### config.mk
export PLATFORM = sky130hd
export DESIGN_NAME = video_timing
export DESIGN_NICKNAME = d
export VERILOG_FILES = /design/src/rtl/video_timing.sv
export SDC_FILE = /design/constraint.sdc
export NUM_CORES = 1
export LEC_CHECK = 0
export CORE_ASPECT_RATIO = 0.75
export CORE_MARGIN = 4
export CORE_UTILIZATION = 51
export CTS_BUF_LIST = sky130_fd_sc_hd__clkbuf_8
export CTS_CLUSTER_SIZE = 20
export DETAILED_ROUTE_END_ITERATION = 8
export PLACE_DENSITY = 0.81
export SYNTH_ARGS = -nofsm -noshare
export SYNTH_HDL_FRONTEND = slang
export SYNTH_SLANG_ARGS = --single-unit
### constraint.sdc
create_clock -name CLK_24M -period 2.3 [get_ports CLK_24M]
set_input_delay 0.345 -clock CLK_24M [delete_from_list [all_inputs] [get_ports CLK_24M]]
set_output_delay 0.345 -clock CLK_24M [all_outputs]
set_load 0.01 [all_outputs]
### src/rtl/video_timing.sv
// Raster timing generator: H/V pixel counters, blanking, sync, display enable and vblank IRQ.
// Define VTIMING_VBL_IRQ_EN to build the vblank interrupt handshake (VBL_IRQ / IRQ_OVR).
module video_timing #(
  parameter int H_TOTAL  = 384,
  parameter int H_ACTIVE = 256,
  parameter int HS_START = 288,
  parameter int HS_LEN   = 32,
  parameter int V_TOTAL  = 264,
  parameter int V_ACTIVE = 224,
  parameter int VS_START = 240,
  parameter int VS_LEN   = 8
) (
  input  logic       CLK_24M,
  input  logic       RESET,
  input  logic       CE_PIX,
  input  logic       IRQ_ACK,
  output logic [8:0] HCOUNT,
  output logic [8:0] VCOUNT,
  output logic       HBLANK,
  output logic       VBLANK,
  output logic       DISP_EN,
  output logic       HSYNC_N,
  output logic       VSYNC_N,
  output logic       VBL_START,
  output logic       VBL_IRQ,
  output logic       IRQ_OVR
);

  // Reject geometries the 9-bit counters or the sync decode cannot represent.
  if (H_TOTAL > 512 || V_TOTAL > 512 || H_TOTAL < 2 || V_TOTAL < 2) begin : g_bad_total
    $error("video_timing: H_TOTAL/V_TOTAL must be in 2..512");
  end
  if (HS_START + HS_LEN > H_TOTAL || VS_START + VS_LEN > V_TOTAL) begin : g_bad_sync
    $error("video_timing: sync pulse extends past end of line/frame");
  end
  if (H_ACTIVE < 1 || H_ACTIVE > H_TOTAL || V_ACTIVE < 1 || V_ACTIVE >= V_TOTAL) begin : g_bad_active
    $error("video_timing: active region out of range");
  end

  localparam logic [8:0] H_LAST = 9'(H_TOTAL - 1);
  localparam logic [8:0] V_LAST = 9'(V_TOTAL - 1);
  localparam logic [8:0] V_ACT  = 9'(V_ACTIVE);

  logic [8:0] h_nxt;
  logic [8:0] v_nxt;
  logic       hblank_nxt;
  logic       vblank_nxt;
  logic       hsync_nxt;
  logic       vsync_nxt;
  logic       vbl_set;

  // NOTE: every always_comb output gets a default first so no path leaves it unassigned (no latch).
  always_comb begin
    h_nxt = HCOUNT;
    v_nxt = VCOUNT;
    if (CE_PIX) begin
      if (HCOUNT == H_LAST) begin
        h_nxt = '0;
        v_nxt = (VCOUNT == V_LAST) ? '0 : VCOUNT + 9'd1;
      end else begin
        h_nxt = HCOUNT + 9'd1;
      end
    end
  end

  // Decode from the next counter values so the registered flags line up with HCOUNT/VCOUNT.
  assign hblank_nxt = int'(h_nxt) >= H_ACTIVE;
  assign vblank_nxt = int'(v_nxt) >= V_ACTIVE;
  assign hsync_nxt  = int'(h_nxt) >= HS_START && int'(h_nxt) < HS_START + HS_LEN;
  assign vsync_nxt  = int'(v_nxt) >= VS_START && int'(v_nxt) < VS_START + VS_LEN;
  // Qualified by CE_PIX so a stalled raster parked at (0,V_ACTIVE) cannot re-fire.
  assign vbl_set    = CE_PIX && h_nxt == '0 && v_nxt == V_ACT;

  // NOTE: sequential state uses non-blocking assignments so all flops update from pre-edge values.
  always_ff @(posedge CLK_24M) begin
    if (RESET) begin
      HCOUNT    <= '0;
      VCOUNT    <= '0;
      HBLANK    <= 1'b0;
      VBLANK    <= 1'b0;
      DISP_EN   <= 1'b1;
      HSYNC_N   <= 1'b1;
      VSYNC_N   <= 1'b1;
      VBL_START <= 1'b0;
    end else begin
      HCOUNT    <= h_nxt;
      VCOUNT    <= v_nxt;
      HBLANK    <= hblank_nxt;
      VBLANK    <= vblank_nxt;
      DISP_EN   <= !hblank_nxt && !vblank_nxt;
      HSYNC_N   <= !hsync_nxt;
      VSYNC_N   <= !vsync_nxt;
      VBL_START <= vbl_set;
    end
  end

`ifdef VTIMING_VBL_IRQ_EN
  typedef enum logic {
    IRQ_IDLE,
    IRQ_PENDING
  } irq_state_t;

  irq_state_t irq_state;
  logic       irq_ovr;

  // A new vblank always wins over a same-cycle acknowledge.
  always_ff @(posedge CLK_24M) begin
    if (RESET) begin
      irq_state <= IRQ_IDLE;
      irq_ovr   <= 1'b0;
    end else if (vbl_set) begin
      if (irq_state == IRQ_PENDING && !IRQ_ACK) irq_ovr <= 1'b1;
      irq_state <= IRQ_PENDING;
    end else if (IRQ_ACK) begin
      irq_state <= IRQ_IDLE;
      irq_ovr   <= 1'b0;
    end
  end

  assign VBL_IRQ = irq_state == IRQ_PENDING;
  assign IRQ_OVR = irq_ovr;
`else
  logic irq_ack_unused;
  assign irq_ack_unused = IRQ_ACK;
  assign VBL_IRQ        = 1'b0;
  assign IRQ_OVR        = 1'b0;
`endif

endmodule
# == Word level (Yosys, flattened, before mapping) ==
# Cells that the tools add are included.
# word_totals
register_bits,24
word_cells,34
# classes
n_addsub,2
magnitude_cmp,6
eq_ne,3
mux,5
reduce_logical,10
# op_table
cell,n
9-bit two-way mux,5
9-bit by 1-bit adder with 9-bit output (second input constant),2
9-bit == test (second input constant),2
9-bit by 8-bit greater-or-equal comparator with 1-bit output (second input constant),2
9-bit greater-or-equal comparator (second input constant),2
9-bit by 8-bit == test with 1-bit output (second input constant),1
9-bit logical NOT,1
9-bit by 8-bit < comparator with 1-bit output (second input constant),1
9-bit < comparator (second input constant),1
1-bit logical AND,5
1-bit logical NOT,4

# == Depth between registers and ports, before layout ==
# logic_depth
ltp_word,7
depth_mapped,9
ltp_nobuf,7

# == Least setup slack after synthesis ==
# No wires, ideal clock.
# synth_path
path_kind,register to register
from,register HCOUNT[1]
to,register VCOUNT[3]
arrival_time_ns,2.021
required_ns,2.230
slack_ns,0.209
stages_incl_launch_ff,8
n_path_buf,2
synth_period_minus_slack_ns,2.091
cell_sequence,dfxtp_1 > ha_1 > and2_0 > clkbuf_1 > nand3_1 > buf_2 > or4_2 > a21oi_1
# synth_between
elab_chain_len,3
# synth_lines
item,line,text
"start, declared",17,"output logic [8:0] HCOUNT,"
"start signal, assigned",86,HCOUNT <= h_nxt;
9-bit == test,57,if (HCOUNT == H_LAST) begin
9-bit two-way mux,57,
9-bit two-way mux,56,if (CE_PIX) begin
"end signal, assigned",87,VCOUNT <= v_nxt;
"end, declared",18,"output logic [8:0] VCOUNT,"
# No other way between the ends.
# A chain may end at the register's enable or synchronous reset.

# == Final worst setup path ==
# layout_path
from,register HCOUNT[1]
to,register DISP_EN
# layout_between
elab_chain_len,6
# layout_lines
item,line,text
9-bit by 1-bit adder with 9-bit output or 9-bit == test (tied branches),"61, 57",
9-bit two-way mux,57,
9-bit two-way mux,56,
9-bit greater-or-equal comparator or 9-bit by 8-bit greater-or-equal comparator with 1-bit output (tied branches),"67, 68",
1-bit logical NOT,90,DISP_EN <= !hblank_nxt && !vblank_nxt;
1-bit logical AND (*),90,
"end signal, assigned",90,
"end, declared",21,"output logic DISP_EN,"
# Mark *: on every way between the ends. The rest lies on a longest branch, timed or not.

==> results.sh <==
export IMPL_status="finished clean"
export IMPL_clkTransAtPathRegs_ns=0.08
export IMPL_startpoint_type="flip-flop"
export IMPL_fp_dieW_um=66.5
export IMPL_startpoint="HCOUNT[1]"
export IMPL_endpoint_kind="flip-flop"
export IMPL_via_per_inst=5.76
export IMPL_gp_congestion=0.887
export IMPL_clock_path_buffers=2
export IMPL_tns_ns=0
export IMPL_yosys_warnings=0
export IMPL_finalHoldViolCount=0
export IMPL_grt_pass1_vias=1164
export IMPL_drive_above_1_share=0.166
export IMPL_cp_max_fo=7
export IMPL_rsz0062_at_grt="false"
export IMPL_cts_hold_buffers_added=0
export IMPL_reg2reg_depth=8
export IMPL_mostFrequentLayoutCells="clkdlybuf4s50_1 (26), dfxtp_1 (21), nor2_1 (16), buf_4 (16), nand2_1 (12)"
export IMPL_cts_buffers=3
export IMPL_nets=200
export IMPL_synthFlopType="dfxtp_1"
export IMPL_min_period_over_period=0.959
export IMPL_power_density_nw_per_um2=410
export IMPL_ctsHtreeMaxLevel=1
export IMPL_grt_max_degree=15
export IMPL_place_area_um2=1650
export IMPL_synthesis_area_um2=1310
export IMPL_required_ns=2.47
export IMPL_fin_skew_ns=0.00200
export IMPL_reg2reg_to="DISP_EN"
export IMPL_finish_instance_area_um2=1710
export IMPL_numPortBuffers=26
export IMPL_synth_seq_area_share=0.352
export IMPL_initial_utilization=0.553
export IMPL_critPathKind="reg2reg"
export IMPL_die_y_um=51.9
export IMPL_rrSetupSlack_ns=0.09
export IMPL_grt_use_total=0.208
export IMPL_n_antenna_cell=0
export IMPL_setup_worst_path_end="DISP_EN"
export IMPL_antenna_found_initial=0
export IMPL_final_common_cell="clkdlybuf4s50_1"
export IMPL_vias=1308
export IMPL_drt_iter0_drc=99
export IMPL_clock_sinks=23
export IMPL_post_route_drc_count=0
export IMPL_timing_final_max_slew_violations=0
export IMPL_post_drt_wl_per_cell_um=14.5
export IMPL_routed_wl_mm=3.29
export IMPL_rows=15
export IMPL_synth_async_reset_ratio=0
export IMPL_grt_first_pass_wirelength_mm=5.39
export IMPL_area_delta_synth_final_pct=30.7
export IMPL_peakVddDrop_mv=0.418
export IMPL_synth_area_per_cell_um2=8.12
export IMPL_ys_types=50
export IMPL_tightest_slew_ns=0.622
export IMPL_clk_insertion_delay_late_ns=0.27
export IMPL_maxCapViolations=0
export IMPL_fin_crit_ns=2.21
export IMPL_coreArea_um2=2360
export IMPL_r2r_start="HCOUNT[1]"
export IMPL_fmax_ghz=0.453
export IMPL_hpwl_mm=2.47
export IMPL_dieArea_um2=3450
export IMPL_synth_seq_cells=23
export IMPL_cts_tree="yes"
export IMPL_grt_ovfl_total=0
export IMPL_setup_viol=0
export IMPL_synth_edf_count=0
export IMPL_cts_root_buffer="clkbuf_8"
export IMPL_ant_nets=0
export IMPL_min_path_type="reg2reg"
export IMPL_ioPinCount=30
export IMPL_cp_data_arrival_time_ns=2.38
export IMPL_p_leak_nw=0.617
export IMPL_relSlewSlack=0.575
export IMPL_drtPass1Iterations=5
export IMPL_syn_inst=161
-- power by group --
group / internal, mW / switching, mW / total, mW
Sequential: 0.401 / 0.00434 / 0.405
Combinational: 0.0166 / 0.0207 / 0.0373
Clock: 0.122 / 0.136 / 0.258
Total: 0.539 / 0.161 / 0.700
-- critical path: stages (launching register included) --
cell     delay (ns)
dfxtp_1        0.43
ha_1           0.27
and2_0         0.20
and3_1         0.29
nand2_1        0.10
xor2_1         0.19
o32ai_1        0.39
buf_4          0.19
nor2_2         0.03
-- final cells by class --
type | count | area (um2)
clock inverter | 1 | 5.00
clock buffer | 3 | 41.3
fill | 200 | 656
sequential | 23 | 463
inverter | 7 | 26.3
timing repair buffer | 42 | 380
multi-input combinational | 117 | 751
tap | 34 | 42.5
-- kinds of logic (layout without fill, tap and decap cells) --
kind of cell    count (synthesis)  after routing  share of synthesized area
simple gates                   68             68                      0.297
other cells                     1              2                    0.00287
xor+xnor                        8              8                     0.0536
flops                          23             23                      0.352
fa+ha+maj                       2              2                     0.0191
mux                             1              1                    0.00766
compound gates                 36             36                      0.186
buf+inv                        22             53                     0.0823
-- routing by layer --
metal | global-route usage | wire length (um)
met3 | 0.0713 | 264
met1 | 0.275 | 1550
met5 | 0 | 0
met4 | 0.0709 | 43
met2 | 0.316 | 1440
-- what timing repair did --
action	CTS	global route
endpoints found under the setup margin	0	3
setup buffers	0	0
gates resized for setup	0	4
-- worst min path at each step --
stage / startpoint / to / slack (ns) / cells after the start
final: VCOUNT[1] / VCOUNT[1] / 0.51 / 2
after global routing: VCOUNT[1] / VCOUNT[1] / 0.52 / 2
after CTS: VCOUNT[7] / VCOUNT[7] / 0.54 / 2
after detailed placement: VCOUNT[7] / VCOUNT[7] / 0.52 / 2
after global placement: VCOUNT[1] / VCOUNT[1] / 0.51 / 2
after floorplan: VCOUNT[1] / VCOUNT[1] / 0.53 / 2
-- cell usage after synthesis (2+ instances only) --
| master | n | area (um2) |
|---|---|---|
| a211oi_1 | 3 | 22.5 |
| buf_2 | 5 | 25.0 |
| ha_1 | 2 | 25.0 |
| o21ai_0 | 6 | 30.0 |
| inv_1 | 7 | 26.3 |
| and2_1 | 3 | 18.8 |
| and3_1 | 4 | 25.0 |
| a31oi_1 | 4 | 25.0 |
| nand4_1 | 4 | 25.0 |
| o32ai_1 | 2 | 17.5 |
| dfxtp_1 | 23 | 460 |
| nand3_1 | 9 | 45.0 |
| xnor2_1 | 3 | 26.3 |
| a21oi_1 | 10 | 50.1 |
| clkbuf_1 | 5 | 18.8 |
| nor2_1 | 16 | 60.1 |
| nor3_1 | 3 | 15.0 |
| buf_4 | 3 | 22.5 |
| o31ai_1 | 3 | 22.5 |
| nand2_1 | 12 | 45.0 |
| xor2_1 | 5 | 43.8 |
-- state kept, by name, summed over array words and instances, names as in the netlist --
name and cells:
DISP_EN 1, HCOUNT 9, HSYNC_N 1, VBLANK 1
VBL_START 1, VCOUNT 9, VSYNC_N 1
-- stage by stage --
| step | setup slack, ns | cells | utilization | hold slack [ns] | total power, mW |
|---|---|---|---|---|---|
| 3_5_place_dp | 0.0543 | 223 | 0.699 | 0.524 | 0.451 |
| 6_report | 0.0932 | 227 | 0.723 | 0.512 | 0.700 |
| 2_1_floorplan | 0.209 | 162 | - | 0.527 | 0.437 |
| 5_1_grt | 0.00641 | 227 | 0.723 | 0.520 | 0.732 |
| 4_1_cts | 0.0518 | 227 | 0.719 | 0.541 | 0.706 |
| 3_3_place_gp | 0.0703 | 223 | 0.699 | 0.507 | 0.450 |
Power figures use the tool's default switching activity.
